<file path="config.mk">
export PLATFORM = sky130hd
export DESIGN_NAME = signal_phase_scheduler_flat
export DESIGN_NICKNAME = d
export VERILOG_FILES = /design/src/rtl/signal_phase_scheduler_if.sv /design/src/rtl/signal_phase_scheduler.sv /design/src/flat_wrapper.sv
export SDC_FILE = /design/constraint.sdc
export NUM_CORES = 1
export LEC_CHECK = 0
export ABC_AREA = 0
export CORE_MARGIN = 2
export CORE_UTILIZATION = 55
export DETAILED_ROUTE_END_ITERATION = 10
export PLACE_DENSITY = 0.89
export REMOVE_ABC_BUFFERS = 1
export SYNTH_ARGS = -nofsm -noshare
export SYNTH_HDL_FRONTEND = slang
export SYNTH_SLANG_ARGS = --single-unit
</file>
<file path="constraint.sdc">
create_clock -name clk -period 3.4 [get_ports clk]
set_input_delay 0.85 -clock clk [delete_from_list [all_inputs] [get_ports clk]]
set_output_delay 0.85 -clock clk [all_outputs]
set_load 0.005 [all_outputs]
</file>
<file path="src/rtl/signal_phase_scheduler_if.sv">
// Intersection scheduler I/O bundle: tick, sensors and preempt in; lamp drive out.
interface signal_phase_scheduler_if;
  logic       tick;
  logic [3:0] req;
  logic       walk_req;
  logic       preempt;
  logic [1:0] preempt_dir;
  logic [7:0] light;
  logic       walk;
  logic [1:0] cur_dir;
  logic [1:0] state_o;

  modport master (
    output tick, req, walk_req, preempt, preempt_dir,
    input  light, walk, cur_dir, state_o
  );

  modport slave (
    input  tick, req, walk_req, preempt, preempt_dir,
    output light, walk, cur_dir, state_o
  );
endinterface

</file>
<file path="src/rtl/signal_phase_scheduler.sv">
// Round-robin right-of-way scheduler for a 4-approach intersection with walk phase
// and emergency preempt; all timing counts external 1-second ticks.

module approach_lamp (
  input  logic [1:0] phase,
  input  logic       own,
  output logic [1:0] lamp
);
  // Only the owning approach can be non-red, and only in GREEN/YELLOW.
  always_comb begin
    lamp = 2'b10;
    if (own && phase == 2'b00) lamp = 2'b00;
    if (own && phase == 2'b01) lamp = 2'b01;
  end
endmodule

module signal_phase_scheduler #(
  parameter int MIN_GREEN = 6,
  parameter int MAX_GREEN = 12,
  parameter int YEL_T     = 2,
  parameter int RED_T     = 1,
  parameter int WALK_T    = 3,
  parameter int TW        = 8
) (
  input logic clk,
  input logic reset,
  signal_phase_scheduler_if.slave bus
);
  localparam int NUM_APP = 4;
  localparam logic [TW:0]   MIN_G     = (TW+1)'(MIN_GREEN);
  localparam logic [TW:0]   MAX_G     = (TW+1)'(MAX_GREEN);
  localparam logic [TW-1:0] YEL_LAST  = TW'(YEL_T - 1);
  localparam logic [TW-1:0] RED_LAST  = TW'(RED_T - 1);
  localparam logic [TW-1:0] WALK_LAST = TW'(WALK_T - 1);

  typedef enum logic [1:0] {
    GREEN   = 2'b00,
    YELLOW  = 2'b01,
    ALL_RED = 2'b10,
    WALK    = 2'b11
  } phase_t;

  phase_t        state, stateNxt;
  logic [1:0]    curDir, dirNxt;
  logic [TW-1:0] timer, timerNxt;
  logic [TW:0]   timerP1;
  logic          walkPend, walkPendNxt;
  logic          lastWasWalk, lastWasWalkNxt;
  logic [7:0]    lightQ;
  logic          walkQ;

  logic [NUM_APP-1:0]      dirOh;
  logic                    other;
  logic                    reqAny;
  logic [1:0]              rrDir;
  logic [1:0]              probe;
  logic                    found;
  logic                    entry;
  logic [NUM_APP-1:0][1:0] lightNxt;

  assign timerP1 = {1'b0, timer} + 1'b1;
  assign dirOh   = 4'b0001 << curDir;
  assign other   = (|(bus.req & ~dirOh)) | walkPend;
  assign reqAny  = |bus.req;

  // Round-robin search starting just past the current owner, ending on it.
  always_comb begin
    rrDir = 2'd0;
    found = 1'b0;
    probe = 2'd0;
    for (int k = 1; k <= NUM_APP; k++) begin
      probe = curDir + 2'(k);
      if (!found && bus.req[probe]) begin
        found = 1'b1;
        rrDir = probe;
      end
    end
  end

  always_comb begin
    stateNxt = state;
    dirNxt   = curDir;
    case (state)
      GREEN: begin
        if (bus.preempt) begin
          if (bus.preempt_dir != curDir) stateNxt = YELLOW;
        end else if (bus.tick && timerP1 >= MIN_G && other &&
                     (!bus.req[curDir] || timerP1 >= MAX_G)) begin
          stateNxt = YELLOW;
        end
      end
      YELLOW: begin
        if (bus.tick && timer == YEL_LAST) stateNxt = ALL_RED;
      end
      ALL_RED: begin
        if (bus.tick && timer == RED_LAST) begin
          if (bus.preempt) begin
            stateNxt = GREEN;
            dirNxt   = bus.preempt_dir;
          end else if (walkPend && !lastWasWalk) begin
            stateNxt = WALK;
          end else begin
            stateNxt = GREEN;
            dirNxt   = reqAny ? rrDir : 2'd0;
          end
        end
      end
      WALK: begin
        // Preempt cuts the walk short; clearance that follows is never shortened.
        if (bus.preempt || (bus.tick && timer == WALK_LAST)) stateNxt = ALL_RED;
      end
      default: stateNxt = GREEN;
    endcase
  end

  assign entry = (stateNxt != state);

  always_comb begin
    timerNxt = timer;
    if (entry)                        timerNxt = '0;
    else if (bus.tick && timer != '1) timerNxt = timer + 1'b1;
  end

  always_comb begin
    walkPendNxt    = walkPend;
    lastWasWalkNxt = lastWasWalk;
    if (entry && stateNxt == WALK) begin
      walkPendNxt    = 1'b0;
      lastWasWalkNxt = 1'b1;
    end else if (bus.walk_req && state != WALK) begin
      walkPendNxt = 1'b1;
    end
    if (entry && stateNxt == GREEN) lastWasWalkNxt = 1'b0;
  end

  genvar i;
  generate
    for (i = 0; i < NUM_APP; i++) begin : gLamp
      approach_lamp uLamp (
        .phase (stateNxt),
        .own   (dirNxt == 2'(i)),
        .lamp  (lightNxt[i])
      );
    end
  endgenerate

  always_ff @(posedge clk or posedge reset) begin
    if (reset) begin
      state       <= GREEN;
      curDir      <= 2'd0;
      timer       <= '0;
      walkPend    <= 1'b0;
      lastWasWalk <= 1'b0;
      lightQ      <= 8'b10101000;
      walkQ       <= 1'b0;
    end else begin
      state       <= stateNxt;
      curDir      <= dirNxt;
      timer       <= timerNxt;
      walkPend    <= walkPendNxt;
      lastWasWalk <= lastWasWalkNxt;
      lightQ      <= lightNxt;
      walkQ       <= (stateNxt == WALK);
    end
  end

  assign bus.light   = lightQ;
  assign bus.walk    = walkQ;
  assign bus.cur_dir = curDir;
  assign bus.state_o = state;
endmodule

</file>
<file path="src/flat_wrapper.sv">
// flat-port wrapper written by rule: the top's interface ports become plain ports
module signal_phase_scheduler_flat 
#(
  parameter int MIN_GREEN = 6,
  parameter int MAX_GREEN = 12,
  parameter int YEL_T     = 2,
  parameter int RED_T     = 1,
  parameter int WALK_T    = 3,
  parameter int TW        = 8
)
  (clk, reset, bus_tick, bus_req, bus_walk_req, bus_preempt, bus_preempt_dir, bus_light, bus_walk, bus_cur_dir, bus_state_o);
  signal_phase_scheduler_if bus_i ();
  input logic clk;
  input logic reset;
  input wire logic [$bits(bus_i.tick)-1:0] bus_tick;
  input wire logic [$bits(bus_i.req)-1:0] bus_req;
  input wire logic [$bits(bus_i.walk_req)-1:0] bus_walk_req;
  input wire logic [$bits(bus_i.preempt)-1:0] bus_preempt;
  input wire logic [$bits(bus_i.preempt_dir)-1:0] bus_preempt_dir;
  output wire logic [$bits(bus_i.light)-1:0] bus_light;
  output wire logic [$bits(bus_i.walk)-1:0] bus_walk;
  output wire logic [$bits(bus_i.cur_dir)-1:0] bus_cur_dir;
  output wire logic [$bits(bus_i.state_o)-1:0] bus_state_o;
  assign bus_i.tick = bus_tick;
  assign bus_i.req = bus_req;
  assign bus_i.walk_req = bus_walk_req;
  assign bus_i.preempt = bus_preempt;
  assign bus_i.preempt_dir = bus_preempt_dir;
  assign bus_light = bus_i.light;
  assign bus_walk = bus_i.walk;
  assign bus_cur_dir = bus_i.cur_dir;
  assign bus_state_o = bus_i.state_o;
  signal_phase_scheduler #(.MIN_GREEN(MIN_GREEN), .MAX_GREEN(MAX_GREEN), .YEL_T(YEL_T), .RED_T(RED_T), .WALK_T(WALK_T), .TW(TW)) u_core (.clk(clk), .reset(reset), .bus(bus_i));
endmodule
</file>
[Word-level counts from Yosys, hierarchy flattened]
Cells that the tools add are included.
Storage, ports and cells
  register bits: 23
  output and inout port bits: 13
  word-level logic and storage cells: 117
Operators by class
  add/sub/neg operators: 5
  $lt $le $gt $ge: 6
  equality and inequality tests: 14
  shift-type cells: 1
  mux-type cells: 43
  bitwise gates (word level): 3
  reduce and logical (&&, ||, !) cells: 38
Operators with widths (number)
  $mux W2: 25
  $logic_and A1 B1 Y1: 22
  $mux W8: 2
  $lt A2 B3 Y1 const B: 4
  $mux W1: 11
  $eq A2 B2 Y1 const B: 5
  $add A8 B1 Y9 const B: 1
  $ge A9 B3 Y1 const B: 1
  $ge A9 B4 Y1 const B: 1
  $add A8 B1 Y8 const B: 1
  $bmux W1 S2: 4
  $eq A8 B1 Y1 const B: 1
  $eq A8 B2 Y1 const B: 1
  $logic_not A8 Y1: 1
  $ne A8 B8 Y1 const B: 1
  $pmux W2 S4: 1
  $reduce_or A4 Y1: 2
  $eq A2 B1 Y1 const B: 3
  $logic_not A2 Y1: 3
  $reduce_bool A2 Y1: 3
  $logic_not A1 Y1: 5
  $add A2 B2 Y2 const B: 2
  $and A4 B4 Y4: 1
  $ne A2 B2 Y1: 2
  6 further kinds: 7

[Longest topological paths before layout]
  word-level depth: 22
  gate-level depth with buffers: 10

[Cells and area by module]
Synthesis repeated with hierarchy kept, for this count alone.
Unflattened totals
  cells, all modules: 182
  area total of the unflattened synthesis: 1702.9 um^2
By module, submodules not included
  signal_phase_scheduler: instances 1, cells each 174, area each 1642.8 um^2
  approach_lamp: instances 4, cells each 2, area each 15.0 um^2

[Least setup slack after synthesis]
OpenSTA, ideal clock, no wires.
  path kind: register to register
  start: register u_core.curDir[0] (netlist: u_core.bus.cur_dir[0])
  end: register u_core.lightQ[1] (netlist: u_core.bus.light[1])
  library setup time: 131 ps
  arrival: 2355 ps
  slack: 914 ps
  stages on the path, launching flop included: 11
  buffers on the path: 3
  clock period less this slack: 2486 ps
  cell sequence: dfrtp_1 > buf_6 > buf_2 > inv_1 > ha_1 > mux2_2 > a21boi_1 > o211ai_1 > a22o_2 > buf_6 > or3_1
On the way
  cells in the longest elaborated chain, start to end: 22
Ends and longest elaborated chain
  start, declared: RTL line signal_phase_scheduler.sv:44  | logic [1:0] curDir, dirNxt;
  start signal, assigned: RTL line signal_phase_scheduler.sv:158  | curDir <= dirNxt;
  $add A2 B1 Y2: RTL line signal_phase_scheduler.sv:72  | probe = curDir + 2'(k);
  $bmux W1 S2: RTL line signal_phase_scheduler.sv:73  | if (!found && bus.req[probe]) begin
  $mux W1 (implied by the code): RTL line signal_phase_scheduler.sv:73
  $mux W1: RTL line signal_phase_scheduler.sv:73
  $logic_not A1 Y1: RTL line signal_phase_scheduler.sv:73
  $logic_and A1 B1 Y1: RTL line signal_phase_scheduler.sv:73
  $mux W1: RTL line signal_phase_scheduler.sv:73
  $logic_not A1 Y1: RTL line signal_phase_scheduler.sv:73
  (+8 left out)
  $mux W2: RTL line signal_phase_scheduler.sv:96  | if (bus.tick && timer == RED_LAST) begin
  $mux W2 (*): RTL line signal_phase_scheduler.sv:83  | case (state)
  named net u_core.dirNxt[0]: RTL line signal_phase_scheduler.sv:44
  $logic_not A2 Y1 (*): RTL line signal_phase_scheduler.sv:141  | .own (dirNxt == 2'(i)),
  $logic_and A1 B1 Y1: RTL line signal_phase_scheduler.sv:12  | if (own && phase == 2'b00) lamp = 2'b00;
  $mux W2: RTL line signal_phase_scheduler.sv:12
  $mux W2 (*): RTL line signal_phase_scheduler.sv:13  | if (own && phase == 2'b01) lamp = 2'b01;
  named net u_core.gLamp[0].uLamp.lamp[1]: RTL line signal_phase_scheduler.sv:7  | output logic [1:0] lamp
  end signal, assigned: RTL line signal_phase_scheduler.sv:162  | lightQ <= lightNxt;
  end, declared: RTL line signal_phase_scheduler.sv:49  | logic [7:0] lightQ;
Mark *: on every way through the listed nets, which the timed path passes. The rest lies on a longest branch. The select of a mux whose other input is x is not followed.
A chain may end at the register's enable or synchronous reset.

[Worst setup path after layout]
  start: input port bus_tick
  end: register u_core.lightQ[6] (netlist: u_core.bus.light[6])
On the way
  cells in the longest elaborated chain, start to end: 9
Ends and longest elaborated chain
  start, declared: RTL line flat_wrapper.sv:15  | input wire logic [$bits(bus_i.tick)-1:0] bus_tick;
  $logic_and A1 B1 Y1 (3 in a row): RTL line signal_phase_scheduler.sv:87  | end else if (bus.tick && timerP1 >= MIN_G && other &&
  $mux W2: RTL line signal_phase_scheduler.sv:87
  $mux W2: RTL line signal_phase_scheduler.sv:85  | if (bus.preempt) begin
  $pmux W2 S4: RTL line signal_phase_scheduler.sv:83
  $eq A2 B1 Y1: RTL line signal_phase_scheduler.sv:13
  $logic_and A1 B1 Y1 (*): RTL line signal_phase_scheduler.sv:13
  $mux W2 (*): RTL line signal_phase_scheduler.sv:13
  named net u_core.gLamp[3].uLamp.lamp[0]: RTL line signal_phase_scheduler.sv:7
Mark *: on every way through the listed nets, which the timed path passes. The rest lies on a longest branch.

==> results.json <==
{
  "pwr-share-seq_pct": 35.2,
  "grt_max_degree": 24,
  "relSlewSlack_pct": 44.0,
  "p_int_uw": 761,
  "finalCritPeriodShare_pct": 80.7,
  "synth_top_area_cell": "dfrtp_1",
  "critical_path.max_fanout": 4,
  "grt_pass1_wl_um": 5980,
  "crit_start": "bus_tick",
  "synth_edf_count": 0,
  "path_cells": "clkdlybuf4s50_1 > nor3b_1 > and2_1 > nand3_1 > o21ai_0 > or3b_4 > nor3b_2",
  "status": "complete, no violations",
  "grt_pass1_vias": 1268,
  "core_um2": 3030,
  "syn_inst": 185,
  "grt_overflow": 0,
  "setup_viol": 0,
  "synth_cell_types": 55,
  "hold_path.startpoint": "u_core.lastWasWalk",
  "nets": 227,
  "cpLargestDelayFamily": "simple AND/OR/NAND/NOR gates",
  "hpwlAfterDp_um": 2760,
  "path_class": "input pin to flop",
  "antenna_left": 0,
  "synth-seq-area-share_pct": 33.5,
  "vias_per_cell": 5.86,
  "setup_tns_ps": 0,
  "critPathCaptureType": "flop",
  "root_buffer": "clkbuf_4",
  "worst-path-buf-inv": 1,
  "synthTopCellsByArea": "dfrtp_1 (29%), ha_1 (5.8%), dfstp_2 (4.6%)",
  "sw_frac_of_total_pct": 41.6,
  "ys.flop_type": "dfrtp_1",
  "die_w_um": 60.1,
  "cpPeakStageDelay_ps": 500,
  "fin_crit_ps": 2740,
  "final_max_slew_viol_count": 0,
  "finClkSkew_ps": 1.44,
  "cts_buffer_depth": 2,
  "vias": 1470,
  "hold_viol": 0,
  "synth_top_area_share_pct": 29.0,
  "p_switching_uw": 542,
  "dieArea_um2": 3610,
  "combinationalPowerShare_pct": 54.9,
  "antenna_found_initial": 0,
  "htreeDepth": 1,
  "ir_drop_uv": 422,
  "drt_iter0_drc": 82,
  "rsz0062_at_grt": "false",
  "netlist_area_um2": 1730,
  "cts_tree": "built",
  "yosysMostFrequentCell": "dfrtp_1",
  "routed_wl_um": 3600,
  "rows": 20,
  "cts_setup_buffers": 0,
  "synthArstFlopShare_pct": 100,
  "drc": 0,
  "gp_congestion": 0.838,
  "die_y_um": 60.1,
  "start_util_pct": 57.1,
  "synthTopCellsByCount": "dfrtp_1 (20), nor2_1 (18), inv_1 (15), nand2_1 (11), nand3_1 (11)",
  "avgSynthCellArea_um2": 9.34,
  "cts_buffers": 3,
  "worstPathRequired_ps": 3650,
  "port_buffers": 23,
  "cts_hold_buffers": 0,
  "drive_gt1_share_pct": 13.5,
  "ys.warnings.count": 0,
  "ys_ff_latch": 23,
  "routedWlPerCell_um": 14.3,
  "r2r_start": "u_core.bus.cur_dir[0]",
  "worst_slew_pin_slew_ps": 838,
  "maxCapViolCount": 0,
  "place_area_um2": 1960,
  "cts.repair.resized": 0,
  "path_clk_slew_ps": 120,
  "syn_to_final_growth_pct": 15.0,
  "fmax_ghz": 0.365,
  "hold_path_class": "flop to flop",
  "grt_usage_pct": 22.0,
  "rrSetupSlack_ps": 730,
  "power_frac_clock_pct": 9.9,
  "cellLeakagePower_uw": 0.000844,
  "final_area_um2": 1990,
  "io_pins": 24,
  "cts_sinks": 23,
  "cp.arrival_ps": 2990,
  "diodes": 0,
  "power_density_nw_per_um2": 656,
  "insertion_delay_ps": 320,
  "crit_path_start_kind": "input pin",
  "first_pass_iters": 5,
  "crit_slowest_cell": "clkdlybuf4s50_1"
}
[sequential cells by signal (all words and copies together) (netlist names)]
| signal | count |
|---|---|
| u_core.lastWasWalk | 1 |
| u_core.timer | 8 |
| u_core.walkPend | 1 |
| u_core.bus.state_o | 2 |
| u_core.bus.cur_dir | 2 |
| u_core.bus.walk | 1 |
| u_core.bus.light | 8 |
[path summary, 6_finish.rpt]
kind | end | cells past startpoint
worst max-delay path | u_core.bus.light[6] | 7
worst min-delay path | u_core.lastWasWalk | 2
worst max register to register | u_core.bus.light[1] | 7
worst min register to register | u_core.lastWasWalk | 2
max in group asynchronous | u_core.timer[6] | 2
min in group asynchronous | u_core.timer[2] | 2
[per-layer routing]
metal	GRT usage [%]	part of all wire, %	vias up
met5	0	0	-
met4	7.62	2.1	0
met3	2.38	5.0	9
met2	34.2	46	51
met1	31.7	47	689
li1	-	-	721
[layout by cell type, fill, tap and decap left out, types with 4 or more instances in the layout]
cell,instances
or3_1,5
nor2_1,18
ha_1,8
inv_1,15
mux2_2,4
nor3_1,5
nand3_1,11
o21ai_0,7
dfrtp_1,20
xnor2_1,4
xor2_1,6
nand2_1,11
clkdlybuf4s50_1,23
mux2i_1,6
[tightest hold or removal path, cell delays in order (launching register included)]
cell     delay (ps)
dfrtp_1         370
nand2_1          50
nand2_1          60
[per-stage QoR]
stage                     power, µW  utilization [%]  worst slack [ps]  hold WS, ps  instances
after floorplan                 910                -               991          453        178
after global placement         1160             64.7               414          478        247
after detailed placement       1180             64.7               324          475        247
after CTS                      1310             65.6               668          508        251
after global routing           1400             65.6               533          552        251
final                          1300             65.6               658          507        251
[power by group through the flow]
stage / Clock [µW] / Sequential, µW / Combinational, µW
final: 129 / 458 / 715
after global routing: 147 / 472 / 783
after CTS: 133 / 458 / 719
after detailed placement: 0 / 459 / 716
after global placement: 0 / 462 / 698
after floorplan: 0 / 445 / 465
[cell type report]
cell class                 count  area (µm²)
fill                         240        1040
multi-input combinational    140        1020
sequential                    23         579
timing repair buffer          25         245
inverter                      15        56.3
tap                           44        55.1
clock buffer                   3        22.5
clock inverter                 1        5.00
[logic make-up after synthesis]
kind of cell / share of synthesized area (%)
AND/OR/NAND/NOR: 25.5
AO/OA/AOI/OAI: 16.8
flip-flops: 33.5
buffers and inverters: 7.24
XOR/XNOR: 5.07
multiplexers: 6.08
adder cells (fa/ha/maj): 5.79
(Power assumes the default switching activity.)
